File: config.mk
export PLATFORM = sky130hd
export DESIGN_NAME = pwm_multi_flat
export DESIGN_NICKNAME = d
export VERILOG_FILES = /design/src/rtl/pwm_multi_if.sv /design/src/rtl/pwm_multi.sv /design/src/flat_wrapper.sv
export SDC_FILE = /design/constraint.sdc
export NUM_CORES = 1
export LEC_CHECK = 0
export CAP_MARGIN = 20
export CORE_MARGIN = 1
export CORE_UTILIZATION = 60
export CTS_BUF_LIST = sky130_fd_sc_hd__clkbuf_8
export DETAILED_ROUTE_END_ITERATION = 7
export GPL_ROUTABILITY_DRIVEN = 1
export GPL_TIMING_DRIVEN = 0
export PLACE_DENSITY = 0.83
export SETUP_SLACK_MARGIN = 0.05
export SLEW_MARGIN = 20
export SYNTH_ARGS = -nofsm -noshare
export SYNTH_HDL_FRONTEND = slang
export SYNTH_SLANG_ARGS = --single-unit
File: constraint.sdc
create_clock -name clk -period 4 [get_ports clk]
set_input_delay 0.4 -clock clk [delete_from_list [all_inputs] [get_ports clk]]
set_output_delay 0.4 -clock clk [all_outputs]
set_load 0.02 [all_outputs]
File: src/rtl/pwm_multi_if.sv
// rtl/pwm_multi_if.sv - configuration bus carrying shadow-register writes into pwm_multi
interface pwm_multi_if #(
  parameter int N_CH  = 4,
  parameter int WIDTH = 16
);
  logic                    cfg_wr;
  logic                    center_mode;
  logic [WIDTH-1:0]        period;
  logic [N_CH*WIDTH-1:0]   duty;
  logic [N_CH-1:0]         polarity;

  modport master (
    output cfg_wr, center_mode, period, duty, polarity
  );

  modport slave (
    input cfg_wr, center_mode, period, duty, polarity
  );
endinterface

File: src/rtl/pwm_multi.sv
// rtl/pwm_multi.sv - multi-channel PWM with shared counter and boundary-synchronised shadow registers
module pwm_multi #(
  parameter int N_CH  = 4,
  parameter int WIDTH = 16
) (
  input  logic            clk,
  input  logic            reset_n,
  input  logic            enable_i,
  pwm_multi_if.slave      cfg,
  output logic [N_CH-1:0] pwm_out_o,
  output logic            period_end_o,
  output logic            update_pending_o
);

  logic                  sh_mode_q, act_mode_q;
  logic [WIDTH-1:0]      sh_period_q, act_period_q;
  logic [N_CH*WIDTH-1:0] sh_duty_q, act_duty_q;
  logic [N_CH-1:0]       sh_pol_q, act_pol_q;

  logic                  pending_q, pending_d;
  logic [WIDTH-1:0]      cnt_q, cnt_d;
  logic                  dir_down_q, dir_down_d;
  logic [N_CH-1:0]       pwm_q, pwm_d;
  logic                  pe_q, pe_d;

  logic                  p_zero, tc, load;
  logic [WIDTH-1:0]      p_last;

  assign p_zero = (act_period_q == '0);
  assign p_last = act_period_q - WIDTH'(1);
  assign tc     = p_zero || (act_mode_q ? (dir_down_q && (cnt_q == '0))
                                        : (cnt_q == p_last));
  // While idle the active set follows the shadow so enable starts with current values.
  assign load   = pending_q && (tc || !enable_i);

  always_comb begin
    cnt_d      = cnt_q;
    dir_down_d = dir_down_q;
    if (!enable_i || tc) begin
      cnt_d      = '0;
      dir_down_d = 1'b0;
    end else if (!act_mode_q) begin
      cnt_d = cnt_q + WIDTH'(1);
    end else if (!dir_down_q) begin
      if (cnt_q == p_last) dir_down_d = 1'b1;
      else                 cnt_d      = cnt_q + WIDTH'(1);
    end else begin
      cnt_d = cnt_q - WIDTH'(1);
    end
  end

  always_comb begin
    pwm_d = '0;
    for (int k = 0; k < N_CH; k++) begin
      pwm_d[k] = act_pol_q[k];
      if (enable_i && !p_zero && (cnt_q < act_duty_q[k*WIDTH +: WIDTH]))
        pwm_d[k] = ~act_pol_q[k];
    end
    pe_d      = tc && enable_i;
    pending_d = cfg.cfg_wr ? 1'b1 : (load ? 1'b0 : pending_q);
  end

  always_ff @(posedge clk or negedge reset_n) begin
    if (!reset_n) begin
      sh_mode_q    <= 1'b0;
      sh_period_q  <= '0;
      sh_duty_q    <= '0;
      sh_pol_q     <= '0;
      act_mode_q   <= 1'b0;
      act_period_q <= '0;
      act_duty_q   <= '0;
      act_pol_q    <= '0;
      pending_q    <= 1'b0;
      cnt_q        <= '0;
      dir_down_q   <= 1'b0;
      pwm_q        <= '0;
      pe_q         <= 1'b0;
    end else begin
      if (cfg.cfg_wr) begin
        sh_mode_q   <= cfg.center_mode;
        sh_period_q <= cfg.period;
        sh_duty_q   <= cfg.duty;
        sh_pol_q    <= cfg.polarity;
      end
      // Transfer reads the registered shadow, so a write in the same cycle waits one period.
      if (load) begin
        act_mode_q   <= sh_mode_q;
        act_period_q <= sh_period_q;
        act_duty_q   <= sh_duty_q;
        act_pol_q    <= sh_pol_q;
      end
      pending_q  <= pending_d;
      cnt_q      <= cnt_d;
      dir_down_q <= dir_down_d;
      pwm_q      <= pwm_d;
      pe_q       <= pe_d;
    end
  end

  assign pwm_out_o        = pwm_q;
  assign period_end_o     = pe_q;
  assign update_pending_o = pending_q;

endmodule

File: src/flat_wrapper.sv
// flat-port wrapper written by rule: the top's interface ports become plain ports
module pwm_multi_flat 
#(
  parameter int N_CH  = 4,
  parameter int WIDTH = 16
)
  (clk, reset_n, enable_i, pwm_out_o, period_end_o, update_pending_o, cfg_cfg_wr, cfg_center_mode, cfg_period, cfg_duty, cfg_polarity);
  pwm_multi_if #(.N_CH(N_CH), .WIDTH(WIDTH)) cfg_i ();
  input  logic clk;
  input  logic reset_n;
  input  logic enable_i;
  output logic [N_CH-1:0] pwm_out_o;
  output logic period_end_o;
  output logic update_pending_o;
  input wire logic [$bits(cfg_i.cfg_wr)-1:0] cfg_cfg_wr;
  input wire logic [$bits(cfg_i.center_mode)-1:0] cfg_center_mode;
  input wire logic [$bits(cfg_i.period)-1:0] cfg_period;
  input wire logic [$bits(cfg_i.duty)-1:0] cfg_duty;
  input wire logic [$bits(cfg_i.polarity)-1:0] cfg_polarity;
  assign cfg_i.cfg_wr = cfg_cfg_wr;
  assign cfg_i.center_mode = cfg_center_mode;
  assign cfg_i.period = cfg_period;
  assign cfg_i.duty = cfg_duty;
  assign cfg_i.polarity = cfg_polarity;
  pwm_multi #(.N_CH(N_CH), .WIDTH(WIDTH)) u_core (.clk(clk), .reset_n(reset_n), .enable_i(enable_i), .cfg(cfg_i), .pwm_out_o(pwm_out_o), .period_end_o(period_end_o), .update_pending_o(update_pending_o));
endmodule
==> After elaboration in Yosys (flattened, before gate mapping) <==
Index checks and enable logic that the tools add are counted.
{ "totals": {"mem_bits_rw": 0, "output_inout_bits": 6, "romBits": 0, "latchBits": 0, "wordCells": 57, "ff_bits": 193, "inputBits": 89, "memories": 0} }
{ "op_classes": {"n_eq_ne": 2, "n_reduce_logical": 16, "muxes": 15, "magnitude_cmp": 4, "mul": 0, "n_shift": 0, "add_sub_neg": 3, "div_mod_pow": 0, "n_bitwise": 4} }
{ "op_table": {"columns": ["op", "n"], "rows": [
  ["less-than comparator 16 bit", 4],
  ["two-way mux 16 bit", 4],
  ["zero test 16 bit", 2],
  ["subtractor 16 x 1 -> 16 bit, second input constant", 2],
  ["adder 16 x 1 -> 16 bit, second input constant", 1],
  ["equality test 16 bit", 1],
  ["two-way mux 1 bit", 11],
  ["logical AND 1 bit", 8],
  ["!= test 4 bit, second input constant", 1],
  ["NOT 1 bit", 4],
  ["nonzero test 2 bit", 2],
  ["zero test 1 bit", 2],
  ["logical OR 1 bit", 2]
]} }

==> Logic depth before layout (Yosys ltp) <==
Gate-level depths: netlist of the first run.
{ "logic_depth": {"ltp_word": 8, "depth_mapped": 12, "ltp_nobuf": 9} }

==> Least setup slack after synthesis of the first run <==
OpenSTA, ideal clock, no wires.
{ "synth_path": {"path_type": "reg2reg", "start": "register u_core.act_period_q[2]", "end": "register u_core.act_period_q[0]", "required_ns": 3.872, "setup_slack_ns": 1.035, "setup_time_ns": 0.128, "n_path_buf": 2, "period_less_slack_ns": 2.965, "stages_incl_launch_ff": 10, "arrival_ns": 2.837, "path_cell_list": "dfrtp_1 or4_1 or4_1 a32oi_1 o21ai_2 and4_4 a21oi_4 buf_6 buf_8 mux2_1"} }
{ "synth_between": {"elab_chain_len": 6, "word_cells_on_any_way": 7, "cone_classes": "add/sub: 1; eq/ne: 1; mux: 1; reduce/logical: 4"} }
{ "synth_rtl": {"columns": ["item", "line_no", "rtl"], "rows": [
  ["start, declared", "pwm_multi.sv:16", "logic [WIDTH-1:0] sh_period_q, act_period_q;"],
  ["start signal, assigned", "pwm_multi.sv:88", "act_period_q <= sh_period_q;"],
  ["subtractor 16 x 1 -> 16 bit", "pwm_multi.sv:30", "assign p_last = act_period_q - WIDTH'(1);"],
  ["equality test 16 bit", "pwm_multi.sv:32", ": (cnt_q == p_last));"],
  ["two-way mux 1 bit", "pwm_multi.sv:31", "assign tc = p_zero || (act_mode_q ? (dir_down_q && (cnt_q == '0))"],
  ["logical OR 1 bit (*)", "pwm_multi.sv:31", null],
  ["logical OR 1 bit (*)", "pwm_multi.sv:34", "assign load = pending_q && (tc || !enable_i);"],
  ["logical AND 1 bit (*)", "pwm_multi.sv:34", null]
]} }
Every way passes the cells marked *; elsewhere a longest branch is shown, timed or not.
A chain may end at the register's enable or synchronous reset.

==> Worst setup path after layout of the first run <==
{ "layout_path": {"start": "register u_core.cnt_q[4]", "end": "register u_core.act_period_q[0]"} }
{ "layout_between": {"elab_chain_len": 6, "word_cells_on_any_way": 7, "cone_classes": "eq/ne: 1; mux: 1; reduce/logical: 5"} }
{ "layout_rtl": {"columns": ["item", "line_no", "rtl"], "rows": [
  ["start, declared", "pwm_multi.sv:21", "logic [WIDTH-1:0] cnt_q, cnt_d;"],
  ["start signal, assigned", "pwm_multi.sv:93", "cnt_q <= cnt_d;"],
  ["zero test 16 bit", "pwm_multi.sv:31", null],
  ["logical AND 1 bit", "pwm_multi.sv:31", null],
  ["two-way mux 1 bit (*)", "pwm_multi.sv:31", null],
  ["logical OR 1 bit (*)", "pwm_multi.sv:31", null],
  ["logical OR 1 bit (*)", "pwm_multi.sv:34", null],
  ["logical AND 1 bit (*)", "pwm_multi.sv:34", null]
]} }
Marks and branches as above.

==> impl_metrics.env, run 1 <==
export IMPL_synth_top_family_by_area="multiplexers"
export IMPL_tritoncts="done"
export IMPL_nFillCells=1122
export IMPL_synth_simple_area_share_pct=8.202
export IMPL_cp_end_kind="flop"
export IMPL_antenna_found_initial=0
export IMPL_synthArstFlopShare_pct=100.0
export IMPL_power_density_nw_per_um2=384.7
export IMPL_wirelength_mm=22.17
export IMPL_r2r_cells=10
export IMPL_slew_violations=0
export IMPL_h_tree_depth=4
export IMPL_p_leak_nw=5.313
export IMPL_clockBufferDepth=2
export IMPL_rsz0062_at_grt="no"
export IMPL_area_growth_pct=16.31
export IMPL_path_class="flop to flop"
export IMPL_root_buffer="clkbuf_8"
export IMPL_hpwl_mm=15.77
export IMPL_grt_usage_pct=27.10
export IMPL_irDropWorstVdd_mv=0.3112
export IMPL_critPathArrivalTime_ns=3.92
export IMPL_maxCapViolations=0
export IMPL_fin_crit_ns=3.570
export IMPL_max_freq_mhz=280.1
export IMPL_synth_xor_xnor_area_share_pct=1.732
export IMPL_crit_chain="clkbuf_1 > or3_1 > nor4bb_1 > nand2_1 > o311a_1 > nor2_2 > a21oi_4 > buf_6 > buf_8 > mux2_1"
export IMPL_worst_slew_pin_slew_ns=0.9065
export IMPL_start_kind="flop"
export IMPL_cp_slowest_stage_delay_ns=0.53
export IMPL_synthMuxAreaShare_pct=20.51
export IMPL_synth_avg_cell_area_um2=11.68
export IMPL_multi_input_area_um2=4762
export IMPL_synth_top_cell_by_area="dfrtp_1"
export IMPL_cp_top_family="simple AND/OR/NAND/NOR gates"
export IMPL_crit_fanout=10
export IMPL_fin_tns_setup_ns=0
export IMPL_yosys_register_bits=193
export IMPL_dieArea_um2=17380
export IMPL_drive_gt1_share_pct=17.10
export IMPL_worstPathRequired_ns=4.35
export IMPL_synth_edf_count=0
export IMPL_drt_vias_per_instance=5.970
export IMPL_cts_buffers=17
export IMPL_die_y_um=131.8
export IMPL_insertedDiodeCount=0
export IMPL_avgRoutedWirePerCell_um=18.26
export IMPL_yosysWarnings=0
export IMPL_ys_seq_area_share_pct=47.75
export IMPL_start_util_pct=61.20
export IMPL_synth_top_area_share_pct=47.75
export IMPL_hold_viol=0
export IMPL_worst_path_buf_inv=3
export IMPL_synthesis_area_um2=10110
export IMPL_place_congestion=0.9958
export IMPL_path_depth=10
export IMPL_crit_path_top_delay_cell="o311a_1"
export IMPL_yosysMostFrequentCell="dfrtp_1"
export IMPL_grt_remaining_overflow=0
export IMPL_synth_area_leaders="dfrtp_1 (48%), mux2_2 (12%), ha_1 (7.9%)"
export IMPL_synthDistinctLibCells=63
export IMPL_synth_ff_type="dfrtp_1"
export IMPL_core_area_um2=16520
export IMPL_fin_nets=1134
export IMPL_slew_headroom_pct=39.05
export IMPL_ys_top_cells_by_count="dfrtp_1 (193), mux2_2 (110), inv_1 (73)"
export IMPL_rows=47
export IMPL_numClockSinks=193
export IMPL_syn_nets=1019
export IMPL_fin_skew_ns=0.01561
export IMPL_drc_errors=0
export IMPL_status="complete, no violations"
export IMPL_drtIter0Drc=539
export IMPL_seqCellArea_um2=4830
export IMPL_clk_latency_ns=0.48
export IMPL_grt_max_degree=77
export IMPL_finalCritPeriodShare_pct=89.24
export IMPL_hold_path_class="input pin to async pin"
export IMPL_die_x_um=131.8
export IMPL_synthAdderAreaFrac_pct=7.918
export IMPL_port_buffers=93
export IMPL_drt_first_pass_iters=5
export IMPL_first_global_vias=7344
export IMPL_io_pins=95
export IMPL_synth_compound_area_share_pct=8.722
export IMPL_grt_first_pass_wirelength_mm=36.39
export IMPL_routed_via_count=7248
export IMPL_clk_pin_slew_ns=0.10
export IMPL_finalSetupViolations=0
export IMPL_ant_nets=0
export IMPL_holdWs_ns=0.4465
export IMPL_synth_cells=866
[path summary, 6_finish.rpt]
kind	startpoint	end	slack, ns
max	u_core.cnt_q[4]$_DFFE_PN0P_	u_core.act_period_q[0]$_DFFE_PN0P_	0.43
min	reset_n	u_core.sh_period_q[6]$_DFFE_PN0P_	0.45
max reg2reg	u_core.cnt_q[4]$_DFFE_PN0P_	u_core.act_period_q[0]$_DFFE_PN0P_	0.43
min reg2reg	u_core.act_pol_q[0]$_DFFE_PN0P_	u_core.pwm_out_o[0]$_DFF_PN0_	0.47
max in group asynchronous	reset_n	u_core.act_duty_q[14]$_DFFE_PN0P_	2.80
min in group clk	u_core.act_pol_q[0]$_DFFE_PN0P_	u_core.pwm_out_o[0]$_DFF_PN0_	0.47
[power by group]
group	internal, mW	switching [mW]
Clock	0.484	0.736
Combinational	0.478	0.432
Sequential	2.22	0.178
Total	3.18	1.35
[layer usage]
metal / GRT usage (%) / routed length, um / vias to the layer above
li1: - / - / 3337
met1: 34.00 / 9326 / 3576
met2: 44.97 / 10410 / 263
met3: 5.652 / 1453 / 72
met4: 12.92 / 975 / 0
met5: 0 / 0 / -
[cell type report]
cell class,instances,share of cell area [%]
plain buffers,42,2.106
clock buffers,19,2.223
clock inverters,13,0.9467
inverters,73,2.330
multi-input cells,558,40.49
flip-flops and latches,193,41.06
well taps,220,2.340
repair buffers,96,8.510
[stage by stage]
| step | setup slack (ns) | cells | instance area, um^2 | total power, mW | util, % |
|---|---|---|---|---|---|
| floorplan | 1.035 | 866 | 10110 | 2.984 | - |
| global placement | -5.304 | 1179 | 11320 | 3.281 | 68.50 |
| detailed placement | 0.5691 | 1181 | 11380 | 3.339 | 68.87 |
| CTS | 0.5236 | 1214 | 11760 | 4.560 | 71.18 |
| global route | 0.2643 | 1214 | 11760 | 4.758 | 71.18 |
| finish | 0.4302 | 1214 | 11760 | 4.526 | 71.18 |
[registers in the layout (all words and copies together), names as in the netlist]
name / count
u_core.period_end_o: 1
u_core.dir_down_q: 1
u_core.act_period_q: 16
u_core.update_pending_o: 1
u_core.cnt_q: 16
u_core.act_duty_q: 64
u_core.pwm_out_o: 4
u_core.sh_duty_q: 64
u_core.sh_pol_q: 4
u_core.sh_mode_q: 1
u_core.act_pol_q: 4
u_core.sh_period_q: 16
u_core.act_mode_q: 1
[what timing repair did]
| action | CTS | global route |
|---|---|---|
| setup buffers | 0 | 0 |
| hold endpoints to repair | 60 | 0 |
| resized for setup | 0 | 0 |
| hold buffers | 1 | 0 |
[cells in the final DEF, fill, tap and decap left out, types with 8 or more instances in the layout]
cell	count
a211oi_1	8
a21o_1	8
a21oi_1	31
clkbuf_1	21
clkbuf_8	19
clkdlybuf4s50_1	92
dfrtp_1	193
ha_1	64
inv_1	73
mux2_1	60
mux2_2	110
mux2i_1	16
nand2_1	21
nand2b_1	10
nand3_1	14
nor2_1	36
nor3_1	13
o211ai_1	16
o21ai_0	38
or3_1	9
xnor2_1	10
xor2_1	10
[cells by family (layout without fill, tap and decap cells)]
group                    Yosys count  count (layout)
buffers and inverters            115             243
multiplexers                     186             186
AND/OR/NAND/NOR                  151             151
adder cells (fa/ha/maj)           64              64
XOR/XNOR                          20              20
flip-flops                       193             193
AO/OA/AOI/OAI                    137             137
No activity file was read; power rests on OpenSTA's default activity.
==> run 2, diff against run 1 <==
Settings changed: CTS_CLUSTER_SIZE set to 20.
==> results of run 2 <==
Final layout, timing and power as in run 1 (identical DEF).
